[src/rtl/c2_rx_buffer_if.sv]
// Bus bundle for c2_rx_buffer: RX byte input, flow control, emitted byte and status.
// Signal names carry the buffer's point of view (_i into the buffer, _o out of it).
interface c2_rx_buffer_if #(
  parameter int DEPTH = 16
);
  localparam int LW = $clog2(DEPTH) + 1;

  logic          flush_i;
  logic          hold_i;
  logic [7:0]    in_data_i;
  logic          in_valid_i;
  logic          in_error_i;
  logic [7:0]    out_data_o;
  logic          out_ready_o;
  logic [LW-1:0] level_o;
  logic          overflow_o;
  logic          frame_err_o;

  // The buffer itself.
  modport slave (
    input  flush_i, hold_i, in_data_i, in_valid_i, in_error_i,
    output out_data_o, out_ready_o, level_o, overflow_o, frame_err_o
  );

  // The side that feeds bytes in and consumes the replayed strobes.
  modport master (
    output flush_i, hold_i, in_data_i, in_valid_i, in_error_i,
    input  out_data_o, out_ready_o, level_o, overflow_o, frame_err_o
  );
endinterface

[src/rtl/c2_rx_buffer.sv]
// Elastic byte FIFO between the UART RX strobe and the C2 consumers.
// Buffered bytes are replayed as registered one-cycle data/strobe pairs,
// spaced at least MIN_GAP cycles apart, and paused while hold_i is high.
module c2_rx_buffer #(
  parameter int DEPTH   = 16,
  parameter int MIN_GAP = 1
) (
  input  logic            clk_i,
  input  logic            rst_ni,
  c2_rx_buffer_if.slave   bus
);

  localparam int PW = $clog2(DEPTH);
  localparam int LW = PW + 1;
  localparam int GW = (MIN_GAP > 1) ? $clog2(MIN_GAP) : 1;
  localparam logic [GW-1:0] GAP_RELOAD = GW'(MIN_GAP - 1);
  localparam logic [LW-1:0] FULL_LEVEL = LW'(DEPTH);

  logic [7:0]    mem [DEPTH];

  logic [PW-1:0] wr_ptr_q,    wr_ptr_d;
  logic [PW-1:0] rd_ptr_q,    rd_ptr_d;
  logic [LW-1:0] level_q,     level_d;
  logic [GW-1:0] gap_q,       gap_d;
  logic [7:0]    out_data_q,  out_data_d;
  logic          out_ready_q, out_ready_d;
  logic          overflow_q,  overflow_d;
  logic          frame_err_q, frame_err_d;

  logic full, empty, pop, push, good_byte;

  assign full      = (level_q == FULL_LEVEL);
  assign empty     = (level_q == '0);
  assign good_byte = bus.in_valid_i && !bus.in_error_i;
  // An emission frees a slot in the same edge, so a full FIFO still accepts a byte then.
  assign pop       = !empty && !bus.hold_i && (gap_q == '0) && !bus.flush_i;
  assign push      = good_byte && (!full || pop) && !bus.flush_i;

  // Next-state computation for pointers, level, pacing counter, output byte and sticky flags.
  always_comb begin
    // NOTE: every always_comb output gets a default first so no path leaves it unassigned,
    // which would otherwise infer a latch.
    wr_ptr_d    = wr_ptr_q;
    rd_ptr_d    = rd_ptr_q;
    level_d     = level_q;
    gap_d       = gap_q;
    out_data_d  = out_data_q;
    out_ready_d = 1'b0;
    overflow_d  = overflow_q;
    frame_err_d = frame_err_q;

    if (bus.flush_i) begin
      // Flush drops everything queued but leaves the last emitted byte visible.
      wr_ptr_d    = '0;
      rd_ptr_d    = '0;
      level_d     = '0;
      gap_d       = '0;
      overflow_d  = 1'b0;
      frame_err_d = 1'b0;
    end else begin
      if (push) begin
        wr_ptr_d = wr_ptr_q + 1'b1;
      end
      if (pop) begin
        rd_ptr_d    = rd_ptr_q + 1'b1;
        out_data_d  = mem[rd_ptr_q];
        out_ready_d = 1'b1;
        gap_d       = GAP_RELOAD;
      end else if (gap_q != '0) begin
        gap_d = gap_q - 1'b1;
      end
      unique case ({push, pop})
        2'b10:   level_d = level_q + 1'b1;
        2'b01:   level_d = level_q - 1'b1;
        default: level_d = level_q;
      endcase
      if (good_byte && full && !pop) begin
        overflow_d = 1'b1;
      end
      if (bus.in_error_i) begin
        frame_err_d = 1'b1;
      end
    end
  end

  // Control and output registers with synchronous active-low reset.
  always_ff @(posedge clk_i) begin
    // NOTE: sequential state uses non-blocking assignments so every register samples
    // the pre-edge values, independent of statement order.
    if (!rst_ni) begin
      wr_ptr_q    <= '0;
      rd_ptr_q    <= '0;
      level_q     <= '0;
      gap_q       <= '0;
      out_data_q  <= '0;
      out_ready_q <= 1'b0;
      overflow_q  <= 1'b0;
      frame_err_q <= 1'b0;
    end else begin
      wr_ptr_q    <= wr_ptr_d;
      rd_ptr_q    <= rd_ptr_d;
      level_q     <= level_d;
      gap_q       <= gap_d;
      out_data_q  <= out_data_d;
      out_ready_q <= out_ready_d;
      overflow_q  <= overflow_d;
      frame_err_q <= frame_err_d;
    end
  end

  // Storage array write port.
  always_ff @(posedge clk_i) begin
    // NOTE: the array is deliberately not reset; level_q gates every read, so stale
    // contents are never emitted and the array can map onto plain RAM.
    if (push) begin
      mem[wr_ptr_q] <= bus.in_data_i;
    end
  end

  assign bus.out_data_o  = out_data_q;
  assign bus.out_ready_o = out_ready_q;
  assign bus.level_o     = level_q;
  assign bus.overflow_o  = overflow_q;
  assign bus.frame_err_o = frame_err_q;

endmodule
[src/flat_wrapper.sv]
// flat-port wrapper written by rule: the top's interface ports become plain ports
module c2_rx_buffer_flat 
#(
  parameter int DEPTH   = 16,
  parameter int MIN_GAP = 1
)
  (clk_i, rst_ni, bus_flush_i, bus_hold_i, bus_in_data_i, bus_in_valid_i, bus_in_error_i, bus_out_data_o, bus_out_ready_o, bus_level_o, bus_overflow_o, bus_frame_err_o);
  c2_rx_buffer_if #(.DEPTH(DEPTH)) bus_i ();
  input  logic clk_i;
  input  logic rst_ni;
  input wire logic [$bits(bus_i.flush_i)-1:0] bus_flush_i;
  input wire logic [$bits(bus_i.hold_i)-1:0] bus_hold_i;
  input wire logic [$bits(bus_i.in_data_i)-1:0] bus_in_data_i;
  input wire logic [$bits(bus_i.in_valid_i)-1:0] bus_in_valid_i;
  input wire logic [$bits(bus_i.in_error_i)-1:0] bus_in_error_i;
  output wire logic [$bits(bus_i.out_data_o)-1:0] bus_out_data_o;
  output wire logic [$bits(bus_i.out_ready_o)-1:0] bus_out_ready_o;
  output wire logic [$bits(bus_i.level_o)-1:0] bus_level_o;
  output wire logic [$bits(bus_i.overflow_o)-1:0] bus_overflow_o;
  output wire logic [$bits(bus_i.frame_err_o)-1:0] bus_frame_err_o;
  assign bus_i.flush_i = bus_flush_i;
  assign bus_i.hold_i = bus_hold_i;
  assign bus_i.in_data_i = bus_in_data_i;
  assign bus_i.in_valid_i = bus_in_valid_i;
  assign bus_i.in_error_i = bus_in_error_i;
  assign bus_out_data_o = bus_i.out_data_o;
  assign bus_out_ready_o = bus_i.out_ready_o;
  assign bus_level_o = bus_i.level_o;
  assign bus_overflow_o = bus_i.overflow_o;
  assign bus_frame_err_o = bus_i.frame_err_o;
  c2_rx_buffer #(.DEPTH(DEPTH), .MIN_GAP(MIN_GAP)) u_core (.clk_i(clk_i), .rst_ni(rst_ni), .bus(bus_i));
endmodule
[config.mk]
export PLATFORM = sky130hd
export DESIGN_NAME = c2_rx_buffer_flat
export DESIGN_NICKNAME = d
export VERILOG_FILES = /design/src/rtl/c2_rx_buffer_if.sv /design/src/rtl/c2_rx_buffer.sv /design/src/flat_wrapper.sv
export SDC_FILE = /design/constraint.sdc
export NUM_CORES = 1
export LEC_CHECK = 0
export CORE_MARGIN = 2
export CORE_UTILIZATION = 33
export DETAILED_ROUTE_END_ITERATION = 12
export GPL_TIMING_DRIVEN = 0
export SLEW_MARGIN = 20
export SYNTH_ARGS = -nofsm -noshare
export SYNTH_HDL_FRONTEND = slang
export SYNTH_SLANG_ARGS = --single-unit
[constraint.sdc]
create_clock -name clk_i -period 4.7 [get_ports clk_i]
set_input_delay 1.41 -clock clk_i [delete_from_list [all_inputs] [get_ports clk_i]]
set_output_delay 1.41 -clock clk_i [all_outputs]
set_load 0.01 [all_outputs]
==> results.yml, run 1 <==
status:
  status: "finished, final reports clean"
clock_tree:
  cts_buffer_depth: 2
  insertion_delay_ns: 0.43
  cts_resized: 0
  cts_sinks: 153
  hold_buffers: 0
  postCtsSetupBuffers: 0
  cts_tree: "built"
  numCtsBuffers: 17
  clkTransAtPathRegs_ns: 0.06
  root_buffer: "clkbuf_16"
  htree_levels: 4
timing:
  fmax_mhz: 229
  maxSlewHeadroom_pct: 42.7
  final-hold-violation-count: 0
  fin_crit_ns: 4.37
  fin_skew_ns: 0.00717
  setup_slack_ns: 0.326
  rsz0062_at_grt: "no"
  setup_viol: 0
  tightest_slew_ns: 0.856
  hold_ws_ns: 0.467
  drv_slew: 0
  min_period_over_period_pct: 93.1
setup_path:
  slowest_stage: "or4_1"
  critPathMaxFanout: 11
  crit_type: "in -> reg"
  cp.arrival_ns: 4.74
  r2r_cells: 12
  ff2ff_setup_slack_ns: 1.46
  cp.required_ns: 5.07
  setup.worst_path.start_class: "input port"
  crit_path_cell_trace: "clkdlybuf4s50_1 > or3_1 > a21oi_1 > clkbuf_1 > ha_1 > clkbuf_1 > xor2_1 > ha_1 > a21oi_1 > o2bb2ai_1 > or4_1 > nand4_1"
  r2r-end: "u_core.bus.level_o[4]"
  cp_slowest_stage_delay_ns: 0.49
  critPathCaptureType: "register"
  reg2reg_from: "u_core.bus.level_o[1]"
grt:
  track_usage_pct: 13.9
  antenna_found_initial: 0
  overflow: 0
  first_global_vias: 3421
  grt_first_pass_wirelength_um: 19800
  grt_max_degree: 17
routing:
  viasPerCell: 5.12
  wl_per_cell_um: 19.4
  dr_total_vias: 3459
  drc: 0
  drt_iter0_drc: 242
  routed.top_layer: "met4"
  wl_met3_um: 721
  routed-wl-met2_um: 6260
  wirelength_um: 13100
  ant_nets: 0
  wl_met1_um: 5870
  dr.pass1.iters: 4
final_layout:
  antenna_cells: 0
  fill_cells: 1639
  drive_gt1_share_pct: 14.5
  flow.area_growth_from_synthesis_pct: 18.5
  final_common_cell: "edfxtp_1"
  stdcell_count: 676
  final_cell_mix: "edfxtp_1, mux2i_1, nor2_1"
  fin_nets: 457
power:
  p_per_area_mw_per_mm2: 380
  p_leak_nw: 2.25
  total_power_mw: 2.78
  vdd_ir_drop_max_uv: 186
hold_path:
  hp-start: "u_core.bus.frame_err_o"
  holdPathEnd: "u_core.bus.frame_err_o"
  hold_depth: 2
  hp-class: "reg -> reg"
floorplan:
  core_area_mm2: 0.0181
  die-height_um: 141
  std_cell_rows: 49
  initial_core_util_pct: 34.0
  chipWidth_um: 141
  die-area_mm2: 0.0198
  io_pins: 30
yosys:
  synth_nets: 409
  syn_avg_cell_area_um2: 16.0
  synthArstFlopShare_pct: 0
  netlist_instances: 386
  yosysUniqueCellTypes: 44
  synth_area_mm2: 0.00616
  yosysSeqAreaShare_pct: 70.5
  synthFlopType: "edfxtp_1"
  synth_edf_count: 128
  synth-seq-cells: 153
  yosysWarnings: 0
place:
  io_buffers: 29
  place_hpwl_um: 8620
  gp_congestion: 0.789
  numPlacedInstances: 644
  post-place-ws_ns: -0.0525
job:
  drv_cap: 0
## metrics by stage
| stage | TNS (ns) | util (%) | instance area, um2 |
|---|---|---|---|
| 2_1_floorplan | 0 | - | 6160 |
| 3_5_place_dp | -0.0525 | 37.3 | 6760 |
| 3_3_place_gp | -0.000624 | 37.1 | 6740 |
| 5_1_grt | 0 | 40.2 | 7300 |
| 6_report | 0 | 40.2 | 7300 |
| 4_1_cts | 0 | 40.2 | 7300 |
## worst max-delay path by stage
stage	from	endpoint	slack, ns	depth (start not counted)
final	bus_hold_i	u_core.bus.level_o[4]	0.33	12
after global routing	bus_hold_i	u_core.bus.level_o[4]	0.11	12
after CTS	bus_hold_i	u_core.bus.level_o[4]	0.38	12
after detailed placement	bus_hold_i	u_core.bus.level_o[4]	-0.05	12
after global placement	bus_hold_i	u_core.bus.level_o[4]	-0.0006	12
after floorplan	bus_hold_i	u_core.bus.level_o[4]	0.86	11
## power by group
part	total, mW	internal, mW	switching (mW)
registers	1.48	1.47	0.00252
clock network	1.24	0.722	0.519
logic	0.0593	0.0202	0.0390
## cell type report
cell class / instances / area [um2] / area share, %
buffer: 23 / 110 / 1.51
clock buffer: 20 / 437 / 5.98
clock inverter: 12 / 104 / 1.42
inverter: 4 / 15.0 / 0.206
multi-input combinational: 206 / 1710 / 23.5
sequential: 153 / 4340 / 59.5
tap: 229 / 287 / 3.92
timing repair buffer: 29 / 290 / 3.98
## metal layers
metal  vias up  track usage, %
li1       1602               -
met1      1740            18.6
met2        93            21.4
met3        24            3.70
met4         0            5.84
met5         -               0
## worst max-delay path: cells and delay by family
| kind | cells | cell delay (ns) |
|---|---|---|
| buffers and inverters | 3 | 1.24 |
| AND/OR/NAND/NOR | 3 | 1.01 |
| adder cells (fa/ha/maj) | 2 | 0.49 |
| AO/OA/AOI/OAI | 3 | 0.41 |
| XOR/XNOR | 1 | 0.19 |
## sequential cells by signal, indices dropped and copies added, names as in the netlist
register / cells
u_core.bus.frame_err_o: 1
u_core.bus.level_o: 5
u_core.bus.out_data_o: 8
u_core.bus.out_ready_o: 1
u_core.bus.overflow_o: 1
u_core.gap_q: 1
u_core.mem: 128
u_core.rd_ptr_q: 4
u_core.wr_ptr_q: 4
## cell families after synthesis
family	share of synthesized area, %
muxes	11.7
AOI/OAI and AO/OA	6.41
xor gates and xnor gates	1.14
buffers and inverters	2.03
and+or+nand+nor	6.35
DFF	70.5
adders and majority gates	1.83
other	0.0608
## cells in the mapped netlist (2+ instances only)
| cell type | n | area [um2] |
|---|---|---|
| clkbuf_1 | 12 | 45.0 |
| nor4_1 | 2 | 12.5 |
| nor2b_1 | 3 | 18.8 |
| buf_2 | 6 | 30.0 |
| nand2_1 | 8 | 30.0 |
| mux2i_1 | 36 | 360 |
| nor3_1 | 6 | 30.0 |
| nand2b_1 | 6 | 37.5 |
| dfxtp_1 | 25 | 500 |
| a21oi_1 | 4 | 20.0 |
| ha_1 | 9 | 113 |
| nand3_1 | 4 | 20.0 |
| buf_4 | 2 | 15.0 |
| o22ai_1 | 17 | 106 |
| inv_1 | 4 | 15.0 |
| xnor2_1 | 3 | 26.3 |
| o21ai_0 | 9 | 45.0 |
| mux4_2 | 16 | 360 |
| o211ai_1 | 2 | 15.0 |
| nor2_1 | 34 | 128 |
| xor2_1 | 5 | 43.8 |
| a31oi_1 | 10 | 62.6 |
| nor3b_1 | 2 | 15.0 |
| a22oi_1 | 9 | 67.6 |
| a211oi_1 | 2 | 15.0 |
| or3_1 | 4 | 25.0 |
| nand3b_1 | 2 | 15.0 |
| edfxtp_1 | 128 | 3840 |
No activity file was read; power rests on OpenSTA's default activity.
==> run 2, diff against run 1 <==
==> constraint.sdc (replaced) <==
create_clock -name clk_i -period 4.8 [get_ports clk_i]
set_input_delay 1.44 -clock clk_i [delete_from_list [all_inputs] [get_ports clk_i]]
set_output_delay 1.44 -clock clk_i [all_outputs]
set_load 0.01 [all_outputs]
==> results of run 2 <==
Same layout as run 1 (identical final DEF). Status: finished, final reports clean.
Among the figures that moved: setup slack after placement -0.0525 ns -> 0.0175 ns; setup slack after layout 0.326 ns -> 0.396 ns; register-to-register setup slack 1.46 ns -> 1.56 ns; total power 2.78 mW -> 2.72 mW; worst IR drop on VDD 186 uV -> 182 uV
==> run 3, diff against run 2 <==
--- a/config.mk
+++ b/config.mk
@@ -7,6 +7,7 @@
 export LEC_CHECK = 0
 export CORE_MARGIN = 2
 export CORE_UTILIZATION = 33
+export CTS_CLUSTER_SIZE = 24
 export DETAILED_ROUTE_END_ITERATION = 12
 export GPL_TIMING_DRIVEN = 0
 export SLEW_MARGIN = 20
==> results of run 3 <==
Same layout as run 1 (identical final DEF). Status: finished, final reports clean.
Among the figures that moved: setup slack after placement -0.0525 ns -> 0.0175 ns; setup slack after layout 0.326 ns -> 0.396 ns; register-to-register setup slack 1.46 ns -> 1.56 ns; total power 2.78 mW -> 2.72 mW; worst IR drop on VDD 186 uV -> 182 uV
==> variant 1, RTL diff (settings of run 1) <==
`DEPTH` is set to 16 in 3 places; all go to 32.
--- a/src/rtl/c2_rx_buffer_if.sv
+++ b/src/rtl/c2_rx_buffer_if.sv
@@ -3,3 +3,3 @@
 interface c2_rx_buffer_if #(
-  parameter int DEPTH = 16
+  parameter int DEPTH = 32
 );
--- a/src/rtl/c2_rx_buffer.sv
+++ b/src/rtl/c2_rx_buffer.sv
@@ -4,3 +4,3 @@
 module c2_rx_buffer #(
-  parameter int DEPTH   = 16,
+  parameter int DEPTH   = 32,
   parameter int MIN_GAP = 1
--- a/src/flat_wrapper.sv
+++ b/src/flat_wrapper.sv
@@ -3,3 +3,3 @@
 #(
-  parameter int DEPTH   = 16,
+  parameter int DEPTH   = 32,
   parameter int MIN_GAP = 1
Ports: changed (resized bus_level_o); port bits go from 30 to 31. The function was not compared with the original's and may differ.
==> variant 1 against run 1 <==
Area after synthesis grew 82%. Power grew 78%. Core utilization shrank 1.7 points. Worst setup slack gained 0.30 ns. Sequential power grew 86%. Via count grew 64%. Critical path type unchanged. Sequential cell count grew 131. Design area grew 77%. Wire length grew 80%. Register-to-register slack gained 0.20 ns. Largest cell class unchanged. Highest routed layer unchanged.
==> variant 1: results (changes against run 1) <==
- The flow ran to the end, and the final reports show no timing, DRC or antenna violations.
- The filler cell count is 3083 (+88%).
- The critical path's top delay family is simple AND/OR/NAND/NOR gates.
- The layout buffering overhead excluding clock cells was 0.03402 (-0.02082).
- The net count after synthesis came to 634 (+55%).
- The number of flip-flops under the largest register name is 256 (+100%).
- The total number of sequential cells is 284 (+86%).
- The share of the yosys chip area belonging to registers is 0.7354 (+0.03055).
- The count of input and output buffers is 30 (+3.4%).
- The number of synthesized flops with an enable pin is 256 (+100%).
- The storage element area is 8248 sq um (+90%).
- The complex-gate fraction of the synthesized area is 0.05411 (-0.01004).
- The first-pass iteration count of the detailed router is 5 (+1).
- The half-perimeter wire length after placement was 15.16 mm (+76%).
- The number of clock buffers in the layout was 50 (+150%).
- The maximum fanout encountered on the critical timing path is 8 (-3).
- The first-pass GRT wire length is 35.67 mm (+80%).
- The launch point of the worst hold path is u_core.bus.out_data_o[0].
- By area the synthesized netlist is led by sky130_fd_sc_hd__edfxtp_1 69%, sky130_fd_sc_hd__mux4_2 8.8%, sky130_fd_sc_hd__dfxtp_1 5.0%.
- The number of buffers created by CTS is 29 (+12).
- The critical path's slowest cell is sky130_fd_sc_hd__clkdlybuf4s50_1.
- The xor and xnor fraction of the mapped netlist area was 0.007809 (-0.003559).
- The post-place setup slack is 0.07618 ns (+0.1287 ns).
- The launching point of the worst reg2reg path is u_core.rd_ptr_q[1].
- The number of levels the H-tree was split into came to 1 (-3).
- The depth of the worst register-to-register path is 6 (-6).
- The leakage power figure is 3.886 nW (+73%).
- The detail-routed net length per standard cell is 20.75 um (+7.0%).
- The multi-input combinational gate total is 283 (+37%).
- The maximum number of pins on one net before global-route repair was 33 (+16).
- In this run the worst setup path begins at bus_flush_i.
- The shortest period the worst path allows is 4.079 ns (-0.2953 ns).
- The later-pin clock latency in the skew report was 0.53 ns (+0.10 ns).
- The proportion of cell area spent on the clock network is 0.06756 (-0.006478).
- The transition time of the tightest slew-check pin came to 0.9179 ns (+0.06164 ns).
- The count of routing violations after the opening detailed-route iteration is 585 (+140%).
[variant 1: how the worst min path moves through the flow]
| stage | to | slack, ns | depth (start not counted) |
|---|---|---|---|
| 3_3_place_gp | u_core.bus.out_data_o[0] | 0.46 | 1 |
| 5_1_grt | u_core.bus.out_data_o[0] | 0.49 | 1 |
| 2_1_floorplan | u_core.wr_ptr_q[1] | 0.48 | 2 |
| 4_1_cts | u_core.bus.out_data_o[0] | 0.48 | 1 |
| 6_report | u_core.bus.out_data_o[0] | 0.47 | 1 |
| 3_5_place_dp | u_core.bus.frame_err_o | 0.47 | 2 |
[variant 1: routing by layer]
| metal | vias to the layer above | routed length (um) | global-route usage | part of all wire |
|---|---|---|---|---|
| met5 | - | 0 | 0 | 0 |
| met4 | 0 | 353 | 0.03305 | 0.015 |
| met3 | 25 | 1304 | 0.02179 | 0.055 |
| met2 | 152 | 11180 | 0.2140 | 0.47 |
| met1 | 2941 | 10820 | 0.1908 | 0.46 |
| li1 | 2572 | - | - | - |
[variant 1: power by group]
part           switching (mW)  internal, mW  total, mW
clock network           0.895          1.22       2.12
logic                  0.0588        0.0190     0.0778
registers             0.00192          2.75       2.76
[variant 1: through the flow]
stage	cells	hold WS, ns	power [mW]	instance area [sq um]	utilization
5_1_grt	1140	0.4948	5.087	12910	0.3850
3_3_place_gp	1087	0.4586	2.892	12080	0.3601
3_5_place_dp	1087	0.4670	2.892	12060	0.3597
4_1_cts	1140	0.4839	4.999	12930	0.3857
2_1_floorplan	609	0.4817	2.832	11220	-
6_report	1140	0.4750	4.950	12910	0.3850
[variant 1: worst reg2reg max path: cells and delay by family, from the launching register on]
| family | cells | cell delay (ns) |
|---|---|---|
| compound gates | 4 | 1.32 |
| buf+inv | 1 | 0.64 |
| flops | 1 | 0.52 |
| mux | 1 | 0.44 |
==> variant 2, RTL diff (settings of run 1) <==
Made on the original files. Make the reset (`rst_ni`) asynchronous in one clocked block. Comments in the files are not updated.
--- a/src/rtl/c2_rx_buffer.sv
+++ b/src/rtl/c2_rx_buffer.sv
@@ -86,3 +86,3 @@
   // Control and output registers with synchronous active-low reset.
-  always_ff @(posedge clk_i) begin
+  always_ff @(posedge clk_i or negedge rst_ni) begin
     // NOTE: sequential state uses non-blocking assignments so every register samples
Behaviour: differs if rst_ni is asserted again (counterexample within 4 cycles, from zero or initial values and one cycle with rst_ni low); with rst_ni held inactive, the same outputs for 10 cycles.
==> variant 2 against run 1 <==
Worst setup slack better by 0.71 ns. Area after synthesis increased by 0.75%. Synthesized cell count decreased by 12%. Sequential cell count is 1 lower. Design area up 2.3%. Wire length decreased by 4.7%. Non-clock buffer count shrank 2. Worst hold slack improved by 0.027 ns.
Power is not compared: it rests on default switching activity, and its combinational part moved more than twofold at a synthesized area within 25%.
==> variant 2: results (changes against run 1) <==
- The via count of the first global-routing pass is 3380 (-1.2%).
- The final layout net count is 416 (-9.0%).
- The number of placed cells counting well taps came to 608 (-5.6%).
- The half-perimeter wire length after placement is 8.416 mm (-2.4%).
- The first-pass GRT wire length was 19.69 mm (-0.56%).
- The final routed wirelength across all metal layers is 12.50 mm (-4.7%).
- The number of synthesized flops with an enable pin is 128 (unchanged).
- The net count after synthesis is 364 (-11%).
- The fraction of the mapped netlist area in adder cells is 0.01934 (+0.001073).
- The critical path's slowest cell is sky130_fd_sc_hd__nor2_1.
- The depth of the worst register-to-register path is 11 (-1).
- The count of routing violations after the opening detailed-route iteration came to 228 (-5.8%).
- The placed instance area was 6843 sq um (+1.2%).
- The endpoint of the lowest-slack register-to-register path is u_core.bus.level_o[4].
- The complex-gate fraction of the synthesized area is 0.03224 (-0.03191).
- The mean instance size in the synthesized netlist is 18.21 sq um (+14%).
- The critical path's top delay family is simple AND/OR/NAND/NOR gates.
- The detail-routed net length per standard cell is 19.55 um (+0.80%).
- The transition time of the tightest slew-check pin is 0.9734 ns (+0.1172 ns).
- The delay of the slowest cell on the worst path is 0.79 ns (+0.30 ns).
- The slack of the worst reg-to-reg path is 1.72 ns (+0.26 ns).
- The number of hold-repair buffers added at the cts stage was 0 (unchanged).
- The share of final-layout standard cells stronger than drive strength 1 was 0.1951 (+0.04965).
- The data arrival time at the worst-slack endpoint is 3.70 ns (-1.04 ns).
- The startpoint identified for the worst hold timing path is u_core.bus.frame_err_o.
- The maximum clock skew at final layout is 0.007797 ns (+0.0006292 ns).
- The xor and xnor fraction of the mapped netlist area is 0.008463 (-0.002906).
- By area the synthesized netlist is led by sky130_fd_sc_hd__edfxtp_1 62%, sky130_fd_sc_hd__mux4_2 12%, sky130_fd_sc_hd__dfrtp_1 9.7%.
- The number of library cell types mapped by synthesis is 39 (-11%).
- The count of input and output buffers was 29 (unchanged).
- The path with the worst hold slack has its endpoint at u_core.bus.frame_err_o.
- The maximum number of pins on one net before global-route repair came to 25 (+8).
- The maximum fanout encountered on the critical timing path was 8 (-3).
- The multiplexer fraction of the synthesized cell area is 0.1588 (+0.04184).
- The flow ran to the end, and the final reports show no timing, DRC or antenna violations.
- The share of synthesized flip-flops with an asynchronous set or reset is 0.1579 (+0.1579).
- Counting instances in the post-synthesis netlist gives the leading cell types as 128 x sky130_fd_sc_hd__edfxtp_1, 33 x sky130_fd_sc_hd__nor2_1, 32 x sky130_fd_sc_hd__mux4_2, 24 x sky130_fd_sc_hd__dfrtp_1, 22 x sky130_fd_sc_hd__mux2i_1.
- The worst slack on hold paths was 0.4943 ns (+0.02729 ns).
- The number of warnings printed during yosys synthesis is 0 (unchanged).
- The share of the yosys chip area belonging to registers is 0.7157 (+0.01086).
- The post-place setup slack is 0.6053 ns (+0.6578 ns).
==> variant 2: cell count changes in the layout (fill, tap and decap cells not counted), sizes merged, moves of 6 or more <==
cell and change:
nand2 +8, o22ai -17, a31oi -9, dfrtp +24, mux4 +16, mux2i -14, o221ai +8, dfxtp -25
clkbuf -7, o21ai -7, buf +6, clkinvlp -6, inv +7, a22oi -8
==> variant 2: cell families after synthesis <==
logic type	count (synthesis)
XOR/XNOR	6
multiplexers	58
AO/OA/AOI/OAI	23
adder cells (fa/ha/maj)	9
AND/OR/NAND/NOR	67
flip-flops	152
buffers and inverters	26
==> variant 2: worst max-delay path by stage <==
stage,from,endpoint,slack [ns],depth (start not counted)
detailed placement,bus_in_error_i,u_core.mem[11][1],0.61,5
finish,bus_in_error_i,u_core.mem[9][3],1.04,5
global route,bus_in_error_i,u_core.mem[9][6],0.80,5
floorplan,bus_flush_i,u_core.bus.level_o[4],1.51,9
global placement,bus_flush_i,u_core.mem[3][3],0.16,5
CTS,bus_in_error_i,u_core.mem[11][6],1.03,5
==> variant 2: report_power, final <==
group / total (mW) / internal (mW) / switching (mW)
combinational: 0.669 / 0.332 / 0.337
sequential: 1.59 / 1.53 / 0.0642
clock: 1.46 / 0.941 / 0.518
==> variant 2: layout make-up <==
type	count	area [sq um]	area share
clock buffers	20	436.7	0.05847
repair buffers	33	315.3	0.04222
well taps	234	292.8	0.03920
inverters	9	33.78	0.004523
flip-flops and latches	152	4444	0.5951
multi-input cells	163	1670	0.2237
clock inverters	11	193.9	0.02597
plain buffers	17	81.33	0.01089
==> variant 2: per-layer routing <==
metal  track usage  wire (um)
met5             0          0
met4       0.04684        141
met3       0.03940        683
met2        0.2121       6032
met1        0.1800       5638
